$ cat src/rtl/mem_port_arbiter.sv
`default_nettype none
// ============================================================================
// Module   : mem_port_arbiter
// Purpose  : Shares one single-ported memory between the IF and MEM stages,
//            data port first with fetch starvation protection.
//            Define ARB_PERF_CNT_EN to add per-port stall-cycle counters.
// Revision : 1.0 - initial release
// ============================================================================
module mem_port_arbiter #(
    parameter int ADDR_W       = 32,
    parameter int DATA_W       = 32,
    parameter int MEM_LATENCY  = 2,
    parameter int STARVE_LIMIT = 4
) (
    input  logic              clk,
    input  logic              reset,
    input  logic              if_req,
    input  logic [ADDR_W-1:0] if_addr,
    output logic              if_gnt,
    output logic              if_rvalid,
    output logic [DATA_W-1:0] if_rdata,
    input  logic              dm_req,
    input  logic              dm_we,
    input  logic [ADDR_W-1:0] dm_addr,
    input  logic [DATA_W-1:0] dm_wdata,
    output logic              dm_gnt,
    output logic              dm_rvalid,
    output logic [DATA_W-1:0] dm_rdata,
    output logic              mem_en,
    output logic              mem_we,
    output logic [ADDR_W-1:0] mem_addr,
    output logic [DATA_W-1:0] mem_wdata,
    input  logic [DATA_W-1:0] mem_rdata,
    output logic              busy
`ifdef ARB_PERF_CNT_EN
    ,
    output logic [15:0]       if_stall_cnt,
    output logic [15:0]       dm_stall_cnt
`endif
);

    localparam logic [1:0] c_st_idle  = 2'd0;
    localparam logic [1:0] c_st_issue = 2'd1;
    localparam logic [1:0] c_st_wait  = 2'd2;
    localparam logic [1:0] c_st_resp  = 2'd3;

    localparam logic [3:0] c_lat_m1     = 4'(MEM_LATENCY - 1);
    localparam logic [3:0] c_starve_lim = 4'(STARVE_LIMIT);
    localparam logic       c_single_lat = (MEM_LATENCY == 1);

    logic [1:0]        r_state;
    logic [1:0]        w_state_nxt;
    logic              r_win_dm;
    logic              r_we;
    logic [ADDR_W-1:0] r_addr;
    logic [DATA_W-1:0] r_wdata;
    logic [3:0]        r_cnt;
    logic [3:0]        r_starve;

    logic w_arb;
    logic w_grant_dm;
    logic w_grant_if;

    // Fetch overrides the data port only once it has lost STARVE_LIMIT times in a row.
    assign w_arb      = (r_state == c_st_idle) || (r_state == c_st_resp);
    assign w_grant_dm = w_arb && dm_req && !(if_req && (r_starve == c_starve_lim));
    assign w_grant_if = w_arb && !w_grant_dm && if_req;

    always_ff @(posedge clk or posedge reset) begin
        if (reset) begin
            r_state  <= c_st_idle;
            r_win_dm <= 1'b0;
            r_we     <= 1'b0;
            r_addr   <= '0;
            r_wdata  <= '0;
            r_cnt    <= '0;
            r_starve <= '0;
        end else begin
            r_state <= w_state_nxt;
            if (w_grant_dm || w_grant_if) begin
                r_win_dm <= w_grant_dm;
                r_we     <= w_grant_dm & dm_we;
                r_addr   <= w_grant_dm ? dm_addr : if_addr;
                r_wdata  <= w_grant_dm ? dm_wdata : '0;
            end
            if (w_arb) begin
                if (if_req && w_grant_dm) begin
                    if (r_starve != c_starve_lim) begin
                        r_starve <= r_starve + 4'd1;
                    end
                end else begin
                    r_starve <= '0;
                end
            end
            if ((r_state == c_st_issue) && !r_we) begin
                r_cnt <= c_lat_m1;
            end else if ((r_state == c_st_wait) && (r_cnt != 4'd0)) begin
                r_cnt <= r_cnt - 4'd1;
            end
        end
    end

    always_comb begin
        w_state_nxt = r_state;
        if_gnt      = 1'b0;
        dm_gnt      = 1'b0;
        if_rvalid   = 1'b0;
        if_rdata    = '0;
        dm_rvalid   = 1'b0;
        dm_rdata    = '0;
        mem_en      = 1'b0;
        mem_we      = 1'b0;
        mem_addr    = '0;
        mem_wdata   = '0;
        busy        = (r_state != c_st_idle);

        case (r_state)
            c_st_idle: begin
                w_state_nxt = (w_grant_dm || w_grant_if) ? c_st_issue : c_st_idle;
            end
            c_st_issue: begin
                mem_en    = 1'b1;
                mem_we    = r_we;
                mem_addr  = r_addr;
                mem_wdata = r_wdata;
                dm_gnt    = r_win_dm;
                if_gnt    = !r_win_dm;
                w_state_nxt = (r_we || c_single_lat) ? c_st_resp : c_st_wait;
            end
            c_st_wait: begin
                // The count still shows 1 in the last wait cycle, so leave here.
                if (r_cnt <= 4'd1) begin
                    w_state_nxt = c_st_resp;
                end
            end
            c_st_resp: begin
                if (r_win_dm) begin
                    dm_rvalid = 1'b1;
                    dm_rdata  = r_we ? '0 : mem_rdata;
                end else begin
                    if_rvalid = 1'b1;
                    if_rdata  = mem_rdata;
                end
                w_state_nxt = (w_grant_dm || w_grant_if) ? c_st_issue : c_st_idle;
            end
            default: begin
                w_state_nxt = c_st_idle;
            end
        endcase
    end

`ifdef ARB_PERF_CNT_EN
    logic [15:0] r_if_stall;
    logic [15:0] r_dm_stall;

    always_ff @(posedge clk or posedge reset) begin
        if (reset) begin
            r_if_stall <= '0;
            r_dm_stall <= '0;
        end else begin
            if (if_req && !if_gnt && (r_if_stall != 16'hFFFF)) begin
                r_if_stall <= r_if_stall + 16'd1;
            end
            if (dm_req && !dm_gnt && (r_dm_stall != 16'hFFFF)) begin
                r_dm_stall <= r_dm_stall + 16'd1;
            end
        end
    end

    assign if_stall_cnt = r_if_stall;
    assign dm_stall_cnt = r_dm_stall;
`endif

endmodule
`default_nettype wire

$ cat config.mk
export PLATFORM = sky130hd
export DESIGN_NAME = mem_port_arbiter
export DESIGN_NICKNAME = d
export VERILOG_FILES = /design/src/rtl/mem_port_arbiter.sv
export SDC_FILE = /design/constraint.sdc
export NUM_CORES = 1
export LEC_CHECK = 0
export BUFFER_PORTS_ARGS = -buffer_cell sky130_fd_sc_hd__buf_2
export CAP_MARGIN = 25
export CORE_ASPECT_RATIO = 2
export CORE_MARGIN = 2
export CORE_UTILIZATION = 41
export DETAILED_ROUTE_END_ITERATION = 8
export PLACE_DENSITY = 0.8
export SLEW_MARGIN = 20
export SYNTH_ARGS = -nofsm -noshare
export SYNTH_HDL_FRONTEND = slang
export SYNTH_SLANG_ARGS = --single-unit
$ cat constraint.sdc
create_clock -name clk -period 5.22 [get_ports clk]
set_clock_uncertainty 0.2 [all_clocks]
set_input_delay 0.261 -clock clk [delete_from_list [all_inputs] [get_ports clk]]
set_output_delay 0.261 -clock clk [all_outputs]
set_load 0.005 [all_outputs]
# --- Word-level counts from Yosys, hierarchy flattened ---
# Cells that the tools add are included.
word_totals:
  register_bits: 76
  input_bits: 133
  out_inout_bits: 135
classes:
  addsub: 2
  magnitude_cmp: 1
  eq_ne: 7
  mux: 25
  n_bitwise: 1
  reduce_logical: 20
ops:
  columns: ["operator", "n"]
  rows:
  - ["32-bit two-way mux", 9]
  - ["4-bit two-way mux", 4]
  - ["1-bit two-way mux", 10]
  - ["1-bit logical AND", 8]
  - ["2-bit one-hot mux with 3 select lines", 1]
  - ["4-bit by 1-bit adder with 4-bit output, second input constant", 1]
  - ["2-bit equality test, second input constant", 2]
  - ["4-bit by 3-bit equality test with 1-bit output, second input constant", 1]
  - ["4-bit by 1-bit <= comparator with 1-bit output, second input constant", 1]
  - ["1-bit zero test", 4]
  - ["2-bit by 1-bit inequality test with 1-bit output, second input constant", 2]
  - ["4-bit by 3-bit inequality test with 1-bit output, second input constant", 1]
  - ["2-bit nonzero test", 2]
  - ["4-bit nonzero test", 1]
  - ["4-bit by 1-bit subtractor with 4-bit output, second input constant", 1]
  - ["2-bit by 1-bit equality test with 1-bit output, second input constant", 1]
  - ["2-bit zero test", 1]
  - ["1-bit logical OR", 2]
  - ["2-bit two-way mux", 1]
  - ["2-bit AND reduction", 1]
  - ["2-bit OR reduction", 1]
  - ["1-bit AND", 1]

# --- Longest topological paths before layout ---
# Gate-level depths: netlist (run 1).
logic_depth:
  ltp_word: 10
  depth_mapped: 8
  mapped_depth_nobuf: 5

# --- Worst setup path after synthesis (run 1) ---
# Ideal clock, no wire load.
synth_path:
  path_type: "register to register"
  from: "register r_state[0]"
  to: "register r_wdata[10]"
  arrival_time_ns: 1.566
  path_slack_ns: 3.333
  stages_incl_launch_ff: 8
  n_path_buf: 3
  synth_period_minus_slack_ns: 1.887
  cell_sequence: "dfrtp_1 -> inv_1 -> ha_1 -> buf_2 -> o21bai_4 -> buf_4 -> buf_2 -> a22o_1"
synth_via:
  elab_chain_cells: 8
synth_rtl:
  columns: ["item", "line_no", "source"]
  rows:
  - ["start: declaration", "51", "logic [1:0] r_state;"]
  - ["start signal: assignment", "71", "r_state <= c_st_idle;"]
  - ["start signal: assignment", "79", "r_state <= w_state_nxt;"]
  - ["2-bit equality test or 2-bit zero test (tied branches)", "65", "assign w_arb = (r_state == c_st_idle) || (r_state == c_st_resp);"]
  - ["1-bit logical OR *", "65", null]
  - ["1-bit logical AND (2 in a row)", "66", "assign w_grant_dm = w_arb && dm_req && !(if_req && (r_starve == c_starve_lim));"]
  - ["1-bit zero test", "67", "assign w_grant_if = w_arb && !w_grant_dm && if_req;"]
  - ["1-bit logical AND (2 in a row)", "67", null]
  - ["1-bit logical OR", "80", "if (w_grant_dm || w_grant_if) begin"]
  - ["end signal: assignment", "84", "r_wdata <= w_grant_dm ? dm_wdata : '0;"]
  - ["end: declaration", "56", "logic [DATA_W-1:0] r_wdata;"]
# Every way passes the cells marked *; elsewhere a longest branch is shown, timed or not.
# A chain may end at the register's enable or synchronous reset.

# --- Final worst setup path (run 1) ---
layout_path:
  from: "register r_state[0]"
  to: "register r_wdata[16]"
# The elaborated chain is that of the path after synthesis.

==> impl_metrics.py, run 1 <==
metrics = {
    "run_status": {
        "status": "finished clean",
    },
    "global_routing": {
        "grt_pass1_vias": 4941,
        "grt_antenna_before_repair": 0,
        "grt_start_max_net_pins": 77,
        "grt_usage": 0.2635,
        "grt-ovfl-total": 0,
        "grt_pass1_wl_mm": 24.16,
    },
    "sta": {
        "finalSetupViolCount": 0,
        "clock.fmax_mhz": 360.7,
        "hold_viol_final": 0,
        "min_period_ns": 2.772,
        "worst_pin_slew_ns": 0.8005,
        "rsz0062_at_grt": "false",
        "drv_slew": 0,
        "finalCritPeriodShare": 0.5310,
        "worst_slack_ns": 2.448,
        "setup_tns_ns": 0,
        "slew_headroom": 0.4663,
    },
    "clock_network": {
        "post_cts_resized": 0,
        "clkSlewWorstSetupHoldPaths_ns": 0.06,
        "numCtsBuffers": 9,
        "cts.hold.buffers_added": 61,
        "cts_setup_buffers": 0,
        "clockBufferDepth": 2,
        "clock_latency_ns": 0.33,
        "tritoncts": "done",
        "cts_sinks": 76,
        "cts_root_buf": "clkbuf_16",
        "htree_levels": 3,
    },
    "yosys": {
        "yosysWarnings": 0,
        "synthArstFlopShare": 1.000,
        "synth.area.mux_share": 0.009412,
        "synthFlopType": "dfrtp_1",
        "synth_cell_types": 40,
        "synth-simple-area-share": 0.2541,
        "synth_compound_area_frac": 0.2128,
        "synthAdderAreaFrac": 0.02567,
        "avgSynthCellArea_um2": 9.177,
        "ys_seq_area_frac": 0.4335,
        "yosysTopAreaCell": "dfrtp_1",
        "synth_top_family_by_area": "simple AND/OR/NAND/NOR gates",
        "synthTopCellsByArea": "dfrtp_1, and2_1, a22o_1",
        "synthCells": 478,
        "synth_edf_count": 0,
        "synthesis.area_um2": 4387,
        "yosys.area.top_type_share": 0.4335,
        "synth_xor_area_frac": 0,
        "ys_ff_latch": 76,
        "syn-num-nets": 620,
    },
    "layout": {
        "final_cell_mix": "buf_2, and2_1, dfrtp_1",
        "synthToLayoutAreaGrowth_pct": 52.03,
        "final_common_cell": "buf_2",
        "nNetsFinal": 927,
        "drive_gt1_frac": 0.3861,
        "fillers": 842,
        "fin_cells": 928,
        "postLayoutCoreUtil": 0.6365,
    },
    "place": {
        "dp.cells": 847,
        "gp_congestion": 0.8006,
        "pre_cts_ws_ns": 2.532,
        "io_buffers": 267,
        "post-dp-hpwl_mm": 10.90,
    },
    "floorplan": {
        "die_x_um": 77.14,
        "coreArea_um2": 10480,
        "die_h_um": 150.3,
        "initial_core_util": 0.4187,
        "rows": 53,
        "dieArea_um2": 11590,
        "boundaryPins": 268,
    },
    "setup_path": {
        "path_class": "flop to flop",
        "cp.arrival_ns": 2.84,
        "critPathLaunchType": "flop",
        "end_kind": "flop",
        "crit_required_ns": 5.29,
        "worst-path-max-fanout": 34,
    },
    "power_and_ir_drop": {
        "peakVddDrop_mv": 0.4515,
        "power_density_nw_per_um2": 532.1,
        "p_leak_uw": 0.003535,
        "finalPower_uw": 3549,
    },
    "run": {
        "cap_viol_max_count": 0,
    },
    "drt": {
        "drtIter0Drc": 269,
        "via_count": 4912,
        "drt_pass1_iterations": 5,
        "wirelength_mm": 16.05,
        "drc": 0,
        "antenna_left": 0,
        "avgViaCountPerCell": 5.293,
        "drt-wirelength-per-cell_um": 17.29,
    },
    "min_path": {
        "hp-class": "input pin to flop",
    },
}
## kinds of logic after synthesis
kind of cell | after synthesis
and+or+nand+nor | 191
buffers and inverters | 54
muxes | 4
DFF | 76
AOI/OAI and AO/OA | 144
adders and majority gates | 9
## sequential cells by signal (all words and copies together), names as in the netlist
name,flops
r_wdata,32
r_addr,32
r_state,2
r_win_dm,1
r_cnt,4
r_we,1
r_starve,4
## Yosys cell counts, types with 2 or more instances
cell type  count
a21oi_1       33
a22o_1        29
a22o_2         4
a31oi_1       32
and2_1       131
buf_2         16
buf_4          4
buf_8          3
clkbuf_1      14
clkbuf_2       3
dfrtp_1       76
ha_1           9
inv_1         12
mux2i_1        3
nand2_1        6
nand2b_1       4
nand3_1        4
nor2_1        34
nor2b_1        4
o211ai_1       2
o21ai_0       24
o21ai_1       12
o31ai_1        2
## critical path, stage by stage, from the launching register on
cell and delay [ns]:
dfrtp_1 0.39, inv_1 0.09, ha_1 0.43, nand2b_1 0.55, buf_4 0.39, nor2_8 0.43
a22o_1 0.21
## per-layer routing
metal  vias to the layer above  GRT usage  wire length, µm  part of all wire
li1                       2247          -                -                 -
met1                      2338     0.2746             5682              0.35
met2                       294     0.4957             8657              0.54
met3                        33    0.05576             1244             0.078
met4                         0     0.1223              461             0.029
met5                         -          0                0                 0
## per-stage QoR
stage	instance area [µm²]	hold WS, ns
after floorplan	4387	0.1935
after global placement	5715	0.2781
after detailed placement	5715	0.2829
after CTS	6609	0.004178
after global routing	6666	0.03129
final	6669	0.03392
## where the power goes
part           switching (µW)  internal (µW)
combinational            1060            866
clock                     264            329
sequential                161            867
total                    1490           2060
## cell type report
type | instances | area [µm²] | area share
antenna | 1 | 2.502 | 0.0003752
clock buffer | 9 | 225.2 | 0.03377
clock inverter | 7 | 57.56 | 0.008630
inverter | 12 | 46.29 | 0.006942
multi-input combinational | 348 | 2207 | 0.3310
sequential | 76 | 1902 | 0.2852
tap | 137 | 171.4 | 0.02570
timing repair buffer | 338 | 2057 | 0.3084
## worst paths after layout
| check | start | endpoint | slack, ns | cells past startpoint |
|---|---|---|---|---|
| setup reg to reg | r_state[0] | r_wdata[16] | 2.45 | 6 |
| min in group asynchronous | reset | r_wdata[15] | 0.39 | 4 |
| hold reg to reg | r_wdata[9] | r_wdata[9] | 0.30 | 1 |
| hold / removal | if_addr[0] | r_addr[0] | 0.03 | 3 |
| setup / recovery | r_state[0] | r_wdata[16] | 2.45 | 6 |
| max in group asynchronous | reset | r_addr[8] | 3.85 | 5 |
No activity file was read; power rests on OpenSTA's default activity.
==> run 2: changes to the inputs <==
- ABC_AREA: unset -> 1
- PLACE_DENSITY: 0.8 -> 0.81
- clock period: 5.22 -> 2.3 ns (I/O delays scaled with it)
==> run 2 against run 1 <==
Global-route usage rose by 2.6 points. Clock power rose to 2.7 times the previous value. Critical path depth rose by 1. Combinational power rose by 130%. Area after synthesis rose by 7.9%. First-iteration DRC count rose by 36%. Via count rose by 24%. Cell count rose by 35%. Flip-flop and latch count did not move. Routed wire length rose by 14%. Largest cell class is now non-clock buffers. Largest power group unchanged.
==> impl_metrics.py, run 2 <==
metrics = {
    "global_routing": {
        "grt_usage": 0.2898,
        "grt-ovfl-total": 0,
        "grt_pass1_vias": 6128,
        "grt_antenna_before_repair": 0,
        "grt_start_max_net_pins": 56,
        "grt_pass1_wl_mm": 28.19,
    },
    "drt": {
        "drtIter0Drc": 367,
        "via_count": 6092,
        "drt-wirelength-per-cell_um": 14.69,
        "avgViaCountPerCell": 4.874,
        "drt_pass1_iterations": 5,
        "antenna_left": 0,
        "wirelength_mm": 18.36,
        "drc": 0,
    },
    "layout": {
        "final_common_cell": "buf_2",
        "fillers": 893,
        "final_cell_mix": "buf_2, nand2_1, inv_1",
        "register_area_um2": 1902,
        "synthToLayoutAreaGrowth_pct": 60.51,
        "multiInputGateArea_um2": 1956,
        "nNetsFinal": 1245,
        "largest_registers": "r_addr x32, r_wdata x32",
        "postLayoutCoreUtil": 0.6732,
        "design_area_um2": 7597,
        "drive_gt1_frac": 0.2773,
    },
    "setup_path": {
        "path_class": "flop to output pin",
        "end_kind": "output pin",
        "crit_required_ns": 1.99,
        "worst-path-max-fanout": 32,
        "reg2reg_from": "r_state[0]",
        "cp.arrival_ns": 1.84,
        "critPathLaunch": "r_state[0]",
        "critPathLaunchType": "flop",
    },
    "floorplan": {
        "die_h_um": 156.0,
        "dieArea_um2": 12470,
        "coreArea_um2": 11290,
        "initial_core_util": 0.4194,
        "boundaryPins": 268,
        "die_x_um": 79.98,
        "rows": 55,
    },
    "yosys": {
        "synthFlopType": "dfrtp_1",
        "synth_edf_count": 0,
        "syn-num-nets": 892,
        "netlist_top_cells_count": "nand2_1, inv_1, nand3_1",
        "ys_seq_area_frac": 0.4018,
        "synthesis.area_um2": 4733,
        "synth_cell_types": 19,
        "synthCells": 750,
        "synthArstFlopShare": 1.000,
        "yosysTopAreaCell": "dfrtp_1",
        "synthTopCellsByArea": "dfrtp_1, nand2_1, inv_1",
        "avgSynthCellArea_um2": 6.311,
        "yosys.area.top_type_share": 0.4018,
        "yosysWarnings": 0,
        "ys_ff_latch": 76,
        "synth.most_common_cell": "nand2_1",
    },
    "sta": {
        "hold_viol_final": 0,
        "clock.fmax_mhz": 464.1,
        "slew_headroom": 0.6226,
        "worst_pin_slew_ns": 0.5654,
        "setup_tns_ns": 0,
        "rsz0062_at_grt": "false",
        "finalCritPeriodShare": 0.9369,
        "drv_slew": 0,
        "finalSetupViolCount": 0,
        "min_period_ns": 2.155,
        "worst_slack_ns": 0.1451,
    },
    "clock_network": {
        "cts_sinks": 76,
        "clkSlewWorstSetupHoldPaths_ns": 0.06,
        "clock_latency_ns": 0.33,
        "clockBufferDepth": 2,
        "cts_root_buf": "clkbuf_16",
        "cts.hold.buffers_added": 100,
        "cts_setup_buffers": 0,
        "htree_levels": 3,
        "tritoncts": "done",
        "numCtsBuffers": 9,
        "post_cts_resized": 0,
    },
    "power_and_ir_drop": {
        "finalPower_uw": 8468,
        "p_leak_uw": 0.005171,
        "peakVddDrop_mv": 0.6959,
        "power_density_nw_per_um2": 1115,
    },
    "place": {
        "gp_congestion": 0.8186,
        "io_buffers": 267,
        "placed_area_um2": 6255,
        "post-dp-hpwl_mm": 11.82,
        "pre_cts_ws_ns": 0.3509,
    },
    "min_path": {
        "hp-class": "input pin to async pin",
    },
    "run": {
        "cap_viol_max_count": 0,
    },
    "run_status": {
        "status": "finished clean",
    },
}
[run 2: cell count changes in the layout (fill, tap and decap cells not counted), moves of 5 or more]
cell           delta
nand3_1         +101
o21ai_0          -17
buf_12            +5
inv_1           +169
o21ai_1          -12
a21oi_1          -33
dlygate4sd3_1    +38
nor2_1           +36
a31oi_1          -32
nand2_1         +242
and2_1          -131
a22o_1           -29
[run 2: area by class of cell]
class | instances | area share
multi-input cells | 449 | 0.2574
clock buffers | 10 | 0.03146
well taps | 142 | 0.02339
flip-flops and latches | 76 | 0.2503
clock inverters | 5 | 0.01318
inverters | 185 | 0.09157
repair buffers | 382 | 0.3323
diodes | 1 | 0.0003294
[run 2: cells by family after synthesis]
family / after synthesis / synth area share
flops: 76 / 0.4018
simple gates: 427 / 0.3682
buf+inv: 225 / 0.1887
compound gates: 10 / 0.01189
xor+xnor: 3 / 0.005552
fa+ha+maj: 9 / 0.02379
[run 2: path summary, 6_finish.rpt]
| path | depth (start not counted) | slack, ns | endpoint |
|---|---|---|---|
| min in group clk | 2 | 0.28 | r_wdata[16] |
| min | 3 | 0.18 | r_addr[24] |
| max | 7 | 0.15 | dm_rdata[28] |
| max in group asynchronous | 4 | 1.09 | r_wdata[19] |
| max reg2reg | 7 | 0.29 | r_addr[9] |
| min reg2reg | 2 | 0.28 | r_wdata[16] |
[run 2: power breakdown]
group	internal [µW]	total [µW]	switching [µW]	leakage, µW
combinational	1740	4500	2760	0.00405
sequential	1970	2350	371	0.000950
clock	1080	1620	543	0.000168
[run 2: per-stage QoR]
step	hold WS, ns	std cells
detailed placement	-0.01574	1134
finish	0.1777	1250
CTS	0.1696	1249
global placement	-0.02139	1134
floorplan	0.05267	750
global route	0.2308	1249
[run 2: critical path: stages (launching register included)]
cell	delay [ns]
dfrtp_1	0.40
ha_1	0.22
nand2_1	0.07
inv_1	0.07
nand2_1	0.05
buf_4	0.22
nor2_1	0.29
buf_2	0.18
[run 2: per-layer routing]
layer  global-route usage  up-vias  wire, µm
li1                     -     2861         -
met1               0.2901     2757      6359
met2               0.5131      376      9441
met3              0.06134       98      1455
met4               0.2074        0      1105
met5                    0        -         0
